--- src/rtl/uart_alu_sequencer.sv ---
`default_nettype none
// ============================================================================
//  Module      : uart_alu_sequencer
//  Description : Collects three bytes (A, B, OP) from a receive buffer,
//                presents them to an external combinational ALU, captures
//                the result and writes it to a transmit buffer.
//  Revision    : 1.0 - initial release
// ============================================================================
module uart_alu_sequencer #(
    parameter int DBIT = 8
) (
    input  logic            clk,
    input  logic            reset,
    input  logic            rx_empty,
    input  logic [DBIT-1:0] rx_data,
    output logic            rx_rd,
    output logic [DBIT-1:0] alu_a,
    output logic [DBIT-1:0] alu_b,
    output logic [DBIT-1:0] alu_op,
    input  logic [DBIT-1:0] alu_result,
    input  logic            tx_full,
    output logic            tx_wr,
    output logic [DBIT-1:0] tx_data,
    output logic            busy,
    output logic [7:0]      op_count
);

    localparam logic [1:0] S_GET  = 2'd0;
    localparam logic [1:0] S_CAP  = 2'd1;
    localparam logic [1:0] S_EXEC = 2'd2;
    localparam logic [1:0] S_SEND = 2'd3;

    localparam logic [1:0] IDX_A  = 2'd0;
    localparam logic [1:0] IDX_B  = 2'd1;
    localparam logic [1:0] IDX_OP = 2'd2;

    logic [1:0]      state_q, state_d;
    logic [1:0]      idx_q, idx_d;
    logic [DBIT-1:0] a_q, a_d;
    logic [DBIT-1:0] b_q, b_d;
    logic [DBIT-1:0] op_q, op_d;
    logic [DBIT-1:0] txd_q, txd_d;
    logic [7:0]      cnt_q, cnt_d;

    // State register: all sequential state, synchronous reset has priority
    always_ff @(posedge clk) begin
        if (reset) begin
            state_q <= S_GET;
            idx_q   <= IDX_A;
            a_q     <= '0;
            b_q     <= '0;
            op_q    <= '0;
            txd_q   <= '0;
            cnt_q   <= 8'd0;
        end else begin
            state_q <= state_d;
            idx_q   <= idx_d;
            a_q     <= a_d;
            b_q     <= b_d;
            op_q    <= op_d;
            txd_q   <= txd_d;
            cnt_q   <= cnt_d;
        end
    end

    // Next-state logic: byte collection, result capture and send handshake
    always_comb begin
        state_d = state_q;
        idx_d   = idx_q;
        a_d     = a_q;
        b_d     = b_q;
        op_d    = op_q;
        txd_d   = txd_q;
        cnt_d   = cnt_q;
        case (state_q)
            S_GET: begin
                if (!rx_empty) begin
                    state_d = S_CAP;
                end
            end
            S_CAP: begin
                // rx_data is valid the cycle after the read pulse
                case (idx_q)
                    IDX_A:   a_d  = rx_data;
                    IDX_B:   b_d  = rx_data;
                    default: op_d = rx_data;
                endcase
                if (idx_q == IDX_A || idx_q == IDX_B) begin
                    idx_d   = idx_q + 2'd1;
                    state_d = S_GET;
                end else begin
                    idx_d   = IDX_A;
                    state_d = S_EXEC;
                end
            end
            S_EXEC: begin
                // Operands are stable here, so the ALU output is settled
                txd_d   = alu_result;
                state_d = S_SEND;
            end
            default: begin
                if (!tx_full) begin
                    cnt_d   = cnt_q + 8'd1;
                    state_d = S_GET;
                end
            end
        endcase
    end

    // Output logic: strobes follow the buffer flags and are masked by reset
    always_comb begin
        rx_rd = (state_q == S_GET)  && !rx_empty && !reset;
        tx_wr = (state_q == S_SEND) && !tx_full  && !reset;
        busy  = !((state_q == S_GET) && (idx_q == IDX_A));
    end

    assign alu_a    = a_q;
    assign alu_b    = b_q;
    assign alu_op   = op_q;
    assign tx_data  = txd_q;
    assign op_count = cnt_q;

endmodule
`default_nettype wire
--- config.mk ---
export PLATFORM = sky130hd
export DESIGN_NAME = uart_alu_sequencer
export DESIGN_NICKNAME = d
export VERILOG_FILES = /design/src/rtl/uart_alu_sequencer.sv
export SDC_FILE = /design/constraint.sdc
export NUM_CORES = 1
export LEC_CHECK = 0
export CAP_MARGIN = 30
export CORE_AREA = 2 2 72 91
export DETAILED_ROUTE_END_ITERATION = 10
export DIE_AREA = 0 0 74 93
export GPL_TIMING_DRIVEN = 0
export PLACE_DENSITY = 0.63
export RECOVER_POWER = 50
export SYNTH_ARGS = -nofsm -noshare
export SYNTH_HDL_FRONTEND = slang
export SYNTH_SLANG_ARGS = --single-unit
export TNS_END_PERCENT = 1
--- constraint.sdc ---
create_clock -name clk -period 2.09 [get_ports clk]
set_input_delay 0.209 -clock clk [delete_from_list [all_inputs] [get_ports clk]]
set_output_delay 0.209 -clock clk [all_outputs]
set_load 0.03 [all_outputs]
==> metrics.csv <==
metric,value,unit
crit_start,state_q[1],
rows,32,
drcViolationCount,0,
clkLatencyLatePin,300,ps
synth_top_family_by_area,simple AND/OR/NAND/NOR gates,
cts_sinks,44,
antenna_found_initial,0,
fp.dieW,74,um
ios,63,
yosys.area_share.simple,19.2,%
synthFlopType,dfxtp_1,
maxSlewViolCount,0,
synth_seq_area_share,50.4,%
vias,1497,
timing.rr.start,state_q[0],
clockRootBuffer,clkbuf_8,
firstDrtPassIters,4,
ant_nets,0,
postCtsHoldBufs,0,
gp_congestion,0.692,
critical_path.max_fanout,5,
synth_area_per_cell,9.46,um2
rr_worst_depth,6,
power_leakage,1.11,nW
yosysWarnings,0,
hold_viol,0,
yosys.area_share.adder,4.29,%
vdd_ir_drop_max,0.313,mV
h-tree-depth,2,
dp.cells,331,
hold_path_end,op_count[3],
cts_tree,yes,
drive_gt1_share,4.33,%
muxShareOfSynthArea,14.3,%
drt_iter0_drc,30,
ys_types,24,
fmax,549,MHz
startpoint_type,flop,
reg2reg_slack,270,ps
fin_skew,4.74,ps
syn_inst,185,
wl_per_cell,12.4,um
hold_start,reset,
cts_buffers,5,
antennaDiodeCount,0,
grt_pass1_vias,1445,
finalCritPeriodShare,87.2,%
synth_edf_count,0,
totalWireLength,4.21,mm
finalCriticalPeriod,1820,ps
critPathRequiredTime,1880,ps
slew_headroom,54.5,%
setup_tns,0,ps
area_delta_synth_final,45.9,%
avgViaCountPerCell,4.42,
rsz0062_at_grt,no,
final_cells,339,
grt_usage,12.8,%
synth_seq_cells,44,
critPathKind,flop to output port,
coreArea,6050,um2
grt_pass1_wl,6.66,mm
grt_overflow,0,
drv_cap,0,
grt_max_degree,14,
endpoint_kind,output port,
die_h,93,um
synthXorXnorAreaFrac,1.00,%
async_flop_share,0,%
mappedNetlistNets,211,
tightest_slew,683,ps
cts.path.max_buffers,2,
setup-violations-final,0,
path_clk_slew,80,ps
syn_area,1750,um2
dp_hpwl,2.99,mm
status,finished clean,
port_buffers,61,
power.density,675,nW/um2
worstReg2RegEnd,state_q[0],
min_path_type,input pin to flop,
nets,279,
start_util,28.9,%
cp_data_arrival_time,1610,ps
whs_path_depth,2,
die_area,6880,um2
synth_compound_area_share,7.58,%
-- registers in the layout, indices dropped and copies added (netlist names) --
| signal | count |
|---|---|
| alu_b | 8 |
| alu_a | 8 |
| tx_data | 8 |
| state_q | 2 |
| idx_q | 2 |
| op_count | 8 |
| alu_op | 8 |
-- worst max-delay path by stage --
stage                       endpoint  slack [ps]  cells after the start
after floorplan                rx_rd         510                      3
final                          rx_rd         270                      4
after CTS                       busy          50                      4
after global placement         tx_wr         260                      3
after global routing      state_q[0]         100                      6
after detailed placement       tx_wr         250                      3
-- layer usage --
metal	vias up	share of wire, %	track usage (%)
met5	-	0	0
met3	6	6.8	4.20
met1	683	42	13.8
met4	0	1.4	5.00
li1	761	-	-
met2	47	50	22.6
-- final cells by class --
| cell class | count | area, um2 |
|---|---|---|
| plain buffers | 9 | 35.0 |
| well taps | 85 | 106 |
| inverters | 5 | 18.8 |
| multi-input cells | 127 | 805 |
| clock inverters | 2 | 10.0 |
| clock buffers | 6 | 82.6 |
| fillers | 607 | 3490 |
| repair buffers | 61 | 614 |
| flip-flops and latches | 44 | 881 |
-- cell usage after synthesis (all sizes together), types with 2 or more instances --
cell | instances | area share [%]
or4 | 3 | 1.3
clkbuf | 5 | 1.1
ha | 6 | 4.3
nand3 | 2 | 0.57
inv | 5 | 1.1
xor2 | 2 | 1.0
o31ai | 3 | 1.3
nor2 | 30 | 6.4
buf | 4 | 1.1
o21ai | 4 | 1.1
and2 | 2 | 0.72
nand3b | 2 | 0.86
or3 | 3 | 1.1
nor3b | 4 | 1.7
nand2 | 21 | 4.5
a21oi | 16 | 4.6
dfxtp | 44 | 50
mux2i | 25 | 14
-- stage by stage --
step | power [mW] | hold WS [ps] | util, % | worst slack [ps] | cell area (um2)
after CTS | 1.77 | 298 | 42.3 | 50.5 | 2560
final | 1.72 | 292 | 42.2 | 269 | 2550
after global placement | 1.21 | 443 | 40.8 | 258 | 2470
after detailed placement | 1.21 | 448 | 40.8 | 254 | 2470
after global routing | 1.81 | 327 | 42.2 | 96.4 | 2550
after floorplan | 1.08 | 345 | - | 512 | 1750
-- logic make-up after synthesis --
family	after synthesis
DFF	44
buffers and inverters	14
and+or+nand+nor	70
AOI/OAI and AO/OA	24
muxes	25
xor gates and xnor gates	2
adders and majority gates	6
-- where the power goes --
| part | internal [mW] | total (mW) | switching (mW) |
|---|---|---|---|
| combinational | 0.126 | 0.286 | 0.160 |
| clock | 0.264 | 0.550 | 0.286 |
| sequential | 0.868 | 0.887 | 0.0191 |
-- worst max-delay path, cell delays in order (launching register included) --
cell	delay (ps)
dfxtp_1	360
inv_1	110
ha_1	220
nor3b_1	200
dlygate4sd2_1	430
-- placed cells by master (no fill, tap or decap), drive strengths merged, types with 2 or more instances in the layout --
cell type      count
a21oi             16
and2               2
buf                2
clkbuf            13
clkdlybuf4s50     27
clkinv             2
dfxtp             44
dlygate4sd3       31
dlymetal6s2s       2
ha                 6
inv                5
mux2i             25
nand2             21
nand3              2
nand3b             2
nor2              30
nor3b              4
o21ai              4
o31ai              3
or3                3
or4                3
xor2               2
-- what timing repair did --
action	CTS	global route
buffers inserted	0	0
endpoints found under the hold margin	0	0
endpoints found under the setup margin	1	2
resized for setup	1	2
Power figures use the tool's default switching activity.
